## config.mk

```make
export PLATFORM = sky130hd
export DESIGN_NAME = seg7_scan_driver
export DESIGN_NICKNAME = d
export VERILOG_FILES = /design/src/rtl/seg7_pkg.sv /design/src/rtl/seg7_glyph.sv /design/src/rtl/seg7_scan_driver.sv
export SDC_FILE = /design/constraint.sdc
export NUM_CORES = 1
export LEC_CHECK = 0
export ABC_AREA = 1
export ABC_CLOCK_PERIOD_IN_PS = 3000
export CORE_MARGIN = 5
export CORE_UTILIZATION = 30
export CTS_CLUSTER_SIZE = 28
export DETAILED_ROUTE_END_ITERATION = 7
export GPL_ROUTABILITY_DRIVEN = 0
export PLACE_DENSITY = 0.49
export SYNTH_ARGS = -nofsm -noshare
export SYNTH_HDL_FRONTEND = slang
export SYNTH_SLANG_ARGS = --single-unit
```

## constraint.sdc

```tcl
create_clock -name CLK -period 3 [get_ports CLK]
set_input_delay 0.45 -clock CLK [delete_from_list [all_inputs] [get_ports CLK]]
set_output_delay 0.45 -clock CLK [all_outputs]
set_load 0.02 [all_outputs]
```

## src/rtl/seg7_pkg.sv

```systemverilog
// rtl/seg7_pkg.sv - glyph table, segment constants and digit decode for the scan driver
package seg7_pkg;

   typedef enum logic {
      PH_BLANK = 1'b0,
      PH_DRIVE = 1'b1
   } phase_e;

   localparam logic [7:0] SEG_OFF = 8'h00;

   // active-high gfedcba
   localparam logic [6:0] GLYPH_0 = 7'h3F;
   localparam logic [6:0] GLYPH_1 = 7'h06;
   localparam logic [6:0] GLYPH_2 = 7'h5B;
   localparam logic [6:0] GLYPH_3 = 7'h4F;
   localparam logic [6:0] GLYPH_4 = 7'h66;
   localparam logic [6:0] GLYPH_5 = 7'h6D;
   localparam logic [6:0] GLYPH_6 = 7'h7D;
   localparam logic [6:0] GLYPH_7 = 7'h27;
   localparam logic [6:0] GLYPH_8 = 7'h7F;
   localparam logic [6:0] GLYPH_9 = 7'h6F;
   localparam logic [6:0] GLYPH_A = 7'h77;
   localparam logic [6:0] GLYPH_B = 7'h7C;
   localparam logic [6:0] GLYPH_C = 7'h39;
   localparam logic [6:0] GLYPH_D = 7'h5E;
   localparam logic [6:0] GLYPH_E = 7'h79;
   localparam logic [6:0] GLYPH_F = 7'h71;

   function automatic logic [6:0] seg7_decode(input logic [3:0] nibble, input logic hex);
      logic [6:0] g;
      case (nibble)
         4'h0:    g = GLYPH_0;
         4'h1:    g = GLYPH_1;
         4'h2:    g = GLYPH_2;
         4'h3:    g = GLYPH_3;
         4'h4:    g = GLYPH_4;
         4'h5:    g = GLYPH_5;
         4'h6:    g = GLYPH_6;
         4'h7:    g = GLYPH_7;
         4'h8:    g = GLYPH_8;
         4'h9:    g = GLYPH_9;
         4'hA:    g = hex ? GLYPH_A : 7'h00;
         4'hB:    g = hex ? GLYPH_B : 7'h00;
         4'hC:    g = hex ? GLYPH_C : 7'h00;
         4'hD:    g = hex ? GLYPH_D : 7'h00;
         4'hE:    g = hex ? GLYPH_E : 7'h00;
         default: g = hex ? GLYPH_F : 7'h00;
      endcase
      return g;
   endfunction

endpackage

```

## src/rtl/seg7_glyph.sv

```systemverilog
// rtl/seg7_glyph.sv - combinational nibble-to-segment pattern, active-high {dp,g,f,e,d,c,b,a}
module seg7_glyph
   import seg7_pkg::*;
(
   input  logic [3:0] nibble,
   input  logic       hex,
   input  logic       blank,
   input  logic       dp,
   output logic [7:0] pattern
);

   always_comb begin
      pattern = SEG_OFF;
      if (!blank) begin
         pattern = {dp, seg7_decode(nibble, hex)};
      end
   end

endmodule

```

## src/rtl/seg7_scan_driver.sv

```systemverilog
// rtl/seg7_scan_driver.sv - multiplexed N-digit 7-segment scanner with blank interval
// and double-buffered display data.
module seg7_scan_driver
   import seg7_pkg::*;
#(
   parameter int NUM_DIGITS     = 4,
   parameter int DWELL          = 1024,
   parameter int BLANK          = 16,
   parameter bit DIG_ACTIVE_LOW = 1'b1,
   parameter bit SEG_ACTIVE_LOW = 1'b0
) (
   input  logic                    CLK,
   input  logic                    CLR,
   input  logic [4*NUM_DIGITS-1:0] DIN,
   input  logic [NUM_DIGITS-1:0]   DP,
   input  logic [NUM_DIGITS-1:0]   BLANK_EN,
   input  logic                    HEX,
   input  logic                    LZS,
   input  logic                    LOAD,
   output logic                    PENDING,
   output logic [7:0]              SEG,
   output logic [NUM_DIGITS-1:0]   DIG,
   output logic                    FRAME
);

   localparam int DW = (DWELL > 1) ? $clog2(DWELL) : 1;
   localparam int IW = (NUM_DIGITS > 1) ? $clog2(NUM_DIGITS) : 1;
   localparam logic [DW-1:0] DWELL_LAST = DW'(DWELL - 1);
   localparam logic [DW-1:0] BLANK_END  = DW'(BLANK);
   localparam logic [IW-1:0] IDX_LAST   = IW'(NUM_DIGITS - 1);
   localparam logic [7:0]            SEG_INV = {8{SEG_ACTIVE_LOW}};
   localparam logic [NUM_DIGITS-1:0] DIG_INV = {NUM_DIGITS{DIG_ACTIVE_LOW}};

   logic [DW-1:0]           dwell_q, dwell_d;
   logic [IW-1:0]           idx_q, idx_d;

   logic [4*NUM_DIGITS-1:0] sh_din_q, sh_din_d;
   logic [NUM_DIGITS-1:0]   sh_dp_q, sh_dp_d;
   logic [NUM_DIGITS-1:0]   sh_blank_q, sh_blank_d;
   logic                    sh_hex_q, sh_hex_d;
   logic                    sh_lzs_q, sh_lzs_d;
   logic                    pending_q, pending_d;

   logic [4*NUM_DIGITS-1:0] act_din_q, act_din_d;
   logic [NUM_DIGITS-1:0]   act_dp_q, act_dp_d;
   logic [NUM_DIGITS-1:0]   act_blank_q, act_blank_d;
   logic                    act_hex_q, act_hex_d;
   logic                    act_lzs_q, act_lzs_d;

   logic [7:0]              seg_q, seg_d;
   logic [NUM_DIGITS-1:0]   dig_q, dig_d;
   logic                    frame_q, frame_d;

   logic                    slot_end;
   logic                    boundary;
   phase_e                  phase;
   logic [3:0]              cur_nibble;
   logic                    cur_dp;
   logic                    cur_blank;
   logic [NUM_DIGITS-1:0]   supp;
   logic [7:0]              glyph_pat;
   logic [7:0]              drive_pat;
   logic [NUM_DIGITS-1:0]   dig_oh;

   // Leading-zero suppression: walk from the most significant digit until a
   // visible nonzero digit; blanked digits never end the leading run.
   always_comb begin
      logic seen_nz;
      logic nz;
      supp    = '0;
      seen_nz = 1'b0;
      nz      = 1'b0;
      for (int k = NUM_DIGITS - 1; k >= 0; k--) begin
         nz = (act_din_q[4*k +: 4] != 4'h0) && !act_blank_q[k];
         if (act_lzs_q && !seen_nz && !nz && (k != 0)) begin
            supp[k] = 1'b1;
         end
         seen_nz = seen_nz | nz;
      end
   end

   assign cur_nibble = act_din_q[{idx_q, 2'b00} +: 4];
   assign cur_dp     = act_dp_q[idx_q];
   assign cur_blank  = act_blank_q[idx_q];

   seg7_glyph u_glyph (
      .nibble  (cur_nibble),
      .hex     (act_hex_q),
      .blank   (cur_blank),
      .dp      (cur_dp),
      .pattern (glyph_pat)
   );

   always_comb begin
      slot_end  = (dwell_q == DWELL_LAST);
      boundary  = slot_end && (idx_q == IDX_LAST);
      phase     = (dwell_q < BLANK_END) ? PH_BLANK : PH_DRIVE;

      dwell_d   = slot_end ? '0 : dwell_q + 1'b1;
      idx_d     = idx_q;
      if (slot_end) begin
         idx_d = (idx_q == IDX_LAST) ? '0 : idx_q + 1'b1;
      end

      sh_din_d   = sh_din_q;
      sh_dp_d    = sh_dp_q;
      sh_blank_d = sh_blank_q;
      sh_hex_d   = sh_hex_q;
      sh_lzs_d   = sh_lzs_q;
      if (LOAD) begin
         sh_din_d   = DIN;
         sh_dp_d    = DP;
         sh_blank_d = BLANK_EN;
         sh_hex_d   = HEX;
         sh_lzs_d   = LZS;
      end

      act_din_d   = act_din_q;
      act_dp_d    = act_dp_q;
      act_blank_d = act_blank_q;
      act_hex_d   = act_hex_q;
      act_lzs_d   = act_lzs_q;
      pending_d   = pending_q;
      // A LOAD landing on the boundary bypasses the shadow so it is never a frame late.
      if (boundary) begin
         pending_d = 1'b0;
         if (LOAD) begin
            act_din_d   = DIN;
            act_dp_d    = DP;
            act_blank_d = BLANK_EN;
            act_hex_d   = HEX;
            act_lzs_d   = LZS;
         end else if (pending_q) begin
            act_din_d   = sh_din_q;
            act_dp_d    = sh_dp_q;
            act_blank_d = sh_blank_q;
            act_hex_d   = sh_hex_q;
            act_lzs_d   = sh_lzs_q;
         end
      end else if (LOAD) begin
         pending_d = 1'b1;
      end

      drive_pat = glyph_pat & (supp[idx_q] ? 8'h80 : 8'hFF);
      dig_oh    = '0;
      if ((phase == PH_DRIVE) && !cur_blank) begin
         dig_oh = NUM_DIGITS'(1) << idx_q;
      end
      seg_d   = ((phase == PH_DRIVE) ? drive_pat : SEG_OFF) ^ SEG_INV;
      dig_d   = dig_oh ^ DIG_INV;
      frame_d = (idx_q == '0) && (dwell_q == '0);
   end

   always_ff @(posedge CLK) begin
      if (CLR) begin
         dwell_q     <= '0;
         idx_q       <= '0;
         sh_din_q    <= '0;
         sh_dp_q     <= '0;
         sh_blank_q  <= '0;
         sh_hex_q    <= 1'b0;
         sh_lzs_q    <= 1'b0;
         pending_q   <= 1'b0;
         act_din_q   <= '0;
         act_dp_q    <= '0;
         act_blank_q <= '1;
         act_hex_q   <= 1'b0;
         act_lzs_q   <= 1'b0;
         seg_q       <= SEG_OFF ^ SEG_INV;
         dig_q       <= DIG_INV;
         frame_q     <= 1'b0;
      end else begin
         dwell_q     <= dwell_d;
         idx_q       <= idx_d;
         sh_din_q    <= sh_din_d;
         sh_dp_q     <= sh_dp_d;
         sh_blank_q  <= sh_blank_d;
         sh_hex_q    <= sh_hex_d;
         sh_lzs_q    <= sh_lzs_d;
         pending_q   <= pending_d;
         act_din_q   <= act_din_d;
         act_dp_q    <= act_dp_d;
         act_blank_q <= act_blank_d;
         act_hex_q   <= act_hex_d;
         act_lzs_q   <= act_lzs_d;
         seg_q       <= seg_d;
         dig_q       <= dig_d;
         frame_q     <= frame_d;
      end
   end

   assign PENDING = pending_q;
   assign SEG     = seg_q;
   assign DIG     = dig_q;
   assign FRAME   = frame_q;

endmodule

```

==> flow_summary_export.csv <==
group,metric,value,unit
outcome,status,"complete, no violations",
global_route,grt.total_usage,11.2,%
routing,ant_nets,0,
synthesis,syn-num-nets,526,
synthesis,yosysWarnings,0,
cts,cts_sinks,78,
timing,period_needed,2.33,ns
routing,vias,2965,
cts,clk_latency,0.34,ns
synthesis,synth-edff-count,0,
global_route,grt_pass1_vias,2823,
final_layout,fillers,1242,
floorplanning,start_util,30.5,%
routing,routed_wl,7520,µm
timing,fin_ws,0.665,ns
synthesis,synth_top_area_share,45.1,%
place,placed_cells,661,
final_layout,final_area,4300,µm²
global_route,grt_max_degree,50,
final_layout,drive_gt1_share,5.06,%
timing,drv_slew,0,
worst_setup_path,cp_num_buf_inv,2,
floorplanning,die_w,117,µm
routing,wl_per_cell,11.1,µm
power_and_ir_drop,ir_worst_vdd,0.000379,V
final_layout,antenna_cells,0,
place,io_buffers,42,
timing,fin_crit_sh,77.8,%
power_and_ir_drop,p_comb_share,5.8,%
synthesis,yosys.area.top_type,"dfxtp_1",
worst_setup_path,crit_end,"SEG[0]",
global_route,grt_first_pass_wirelength,13000,µm
run,maxCapViolCount,0,
floorplanning,dieArea,13800,µm²
timing,clock_skew,0.00818,ns
final_layout,multi_input_area,1660,µm²
floorplanning,die_height,117,µm
timing,worst_slew_pin_slew,0.733,ns
worst_setup_path,critPathArrivalTime,2.55,ns
cts,ctsHoldBuffers,0,
global_route,grt.overflow.total,0,
power_and_ir_drop,p_leak,0.00192,µW
final_layout,num-nets-final,564,
synthesis,avgSynthCellArea,7.06,µm²
power_and_ir_drop,switching_share,22.7,%
routing,vias_per_cell,4.38,
synthesis,ys.flop_type,"dfxtp_1",
power_and_ir_drop,power_frac_clock,47.6,%
synthesis,synthArstFlopShare,0,%
power_and_ir_drop,p_seq_share,46.7,%
worst_setup_path,cp-end-kind,"flip-flop",
final_layout,area_delta_synth_final,24.0,%
worst_setup_path,path_class,"flip-flop to flip-flop",
synthesis,synth_seq_cells,78,
worst_setup_path,reg2reg_setup_slack,0.67,ns
final_layout,seq_area,1560,µm²
worst_setup_path,worst_path_max_delay_cell,"dfxtp_1",
worst_setup_path,crit_family,"simple AND/OR/NAND/NOR gates",
timing,max_slew_margin,51.0,%
cts,clock-root-buffer,"clkbuf_16",
place,dp.final_hpwl,5490,µm
worst_setup_path,crit_start,"idx_q[0]",
synthesis,synth_seq_area_share,45.1,%
routing,drt_iter0_drc,162,
timing,max_freq,428,MHz
min_path,worstHoldPathType,"flip-flop to flip-flop",
worst_setup_path,critPathMaxStageDelay,0.79,ns
place,place_area,4000,µm²
synthesis,ys_types,27,
power_and_ir_drop,power_density,535,nW/µm²
power_and_ir_drop,p_int,1780,µW
timing,rsz0062_at_grt,"no",
final_layout,final_cell_mix,"nand2_1, nor2_1, dfxtp_1, clkdlybuf4s50_1, inv_1",
place,dp_worst_setup_slack,0.672,ns
worst_setup_path,r2r.worst_path.cells,11,
global_route,grt_antenna_before_repair,0,
floorplanning,fp-row-count,39,
synthesis,synth_area_leaders,"dfxtp_1, nand2_1, nor2_1",
worst_setup_path,worstReg2RegEnd,"SEG[0]",
floorplanning,num_io_pins,43,
cts,cts_made_buffers,9,
synthesis,syn_area,3470,µm²
final_layout,fin_cells,677,
cts,cts_tree,"yes",
final_layout,layout_commonest_cell,"nand2_1",
power_and_ir_drop,p_sw,522,µW
worst_setup_path,required,3.21,ns
cts,cts.htree.levels,3,
timing,setup_viol_count_final,0,
worst_setup_path,cp-start-kind,"flip-flop",
cts,post-cts-setup-buffers,0,
cts,clk_path_buf_depth,2,
final_layout,post-route-util,37.8,%
synthesis,syn_inst,491,
worst_setup_path,crit_fanout,20,
worst_setup_path,path_cells,"inv_2 > nand2_1 > nand3_1 > nand2_1 > inv_1 > nand2_1 > nor2_1 > nor2_1 > nand2_1 > nor2_1 > nor2_1",
routing,drc,0,
routing,drt_pass1_iterations,4,
floorplanning,core,11400,µm²
timing,finalSetupTns,0,ns
timing,finalHoldViolCount,0,
cts,cts-resized-gates,0,
worst_setup_path,path_depth,11,
cts,path_clk_slew,0.06,ns
worst_setup_path,rr_startpoint,"idx_q[0]",
## cells in the mapped netlist (all sizes together), types with 2 or more instances
| library cell | instances |
|---|---|
| nand2 | 141 |
| nor2 | 118 |
| dfxtp | 78 |
| inv | 40 |
| nand3 | 27 |
| mux2i | 22 |
| buf | 14 |
| o21ai | 13 |
| a21oi | 12 |
| ha | 6 |
| clkbuf | 5 |
| nand4 | 4 |
| nor3 | 4 |
| xor2 | 2 |
## sequential cells by signal, indices dropped and copies added, names as in the netlist
signal / count
dwell_q: 10
sh_blank_q: 4
sh_dp_q: 4
act_hex_q: 1
sh_lzs_q: 1
act_blank_q: 4
sh_hex_q: 1
idx_q: 2
DIG: 4
FRAME: 1
act_din_q: 16
SEG: 8
PENDING: 1
act_lzs_q: 1
act_dp_q: 4
sh_din_q: 16
## layout make-up
type | instances | share of cell area (%)
Inverter | 40 | 3.49
Clock buffer | 9 | 5.24
Timing Repair Buffer | 46 | 10.5
Tap cell | 143 | 4.16
Clock inverter | 7 | 1.69
Sequential cell | 78 | 36.3
Multi-Input combinational cell | 354 | 38.6
## how the worst min path moves through the flow
stage,cells past startpoint,slack (ns),endpoint,start
floorplan,2,0.43,act_blank_q[1],act_blank_q[1]
global placement,1,0.46,dwell_q[0],dwell_q[0]
detailed placement,2,0.45,act_blank_q[0],act_blank_q[0]
CTS,2,0.46,act_blank_q[0],act_blank_q[0]
global route,2,0.50,act_blank_q[0],act_blank_q[0]
finish,2,0.47,act_blank_q[0],act_blank_q[0]
## through the flow
| step | power (µW) | hold slack [ns] |
|---|---|---|
| after floorplan | 1170 | 0.429 |
| after global placement | 1230 | 0.458 |
| after detailed placement | 1230 | 0.448 |
| after CTS | 2340 | 0.464 |
| after global routing | 2400 | 0.504 |
| final | 2300 | 0.465 |
## layer usage
metal / vias up / track usage, % / wire [µm]
li1: 1606 / - / -
met1: 1291 / 15.4 / 3890
met2: 55 / 16.1 / 3110
met3: 13 / 3.99 / 378
met4: 0 / 4.23 / 142
met5: - / 0 / 0
## worst register-to-register path: cells and delay by family (launching register included)
family                 cells  cell delay [ns]
AND/OR/NAND/NOR            9             0.98
flip-flops                 1             0.79
buffers and inverters      2             0.43
## power by group through the flow
stage	combinational, µW	sequential [µW]	clock, µW
3_3_place_gp	133	1090	0
5_1_grt	150	1080	1170
4_1_cts	135	1070	1130
3_5_place_dp	135	1100	0
6_report	132	1070	1090
2_1_floorplan	72.5	1100	0
## logic make-up (layout without fill, tap and decap cells)
logic type,count (synthesis),in the layout,share of synthesized area (%)
buffers and inverters,59,102,7.08
adder cells (fa/ha/maj),6,6,2.17
flip-flops,78,78,45.1
XOR/XNOR,3,3,0.758
AO/OA/AOI/OAI,26,26,3.83
AND/OR/NAND/NOR,297,297,34.8
multiplexers,22,22,6.35
No activity file was read; power rests on OpenSTA's default activity.
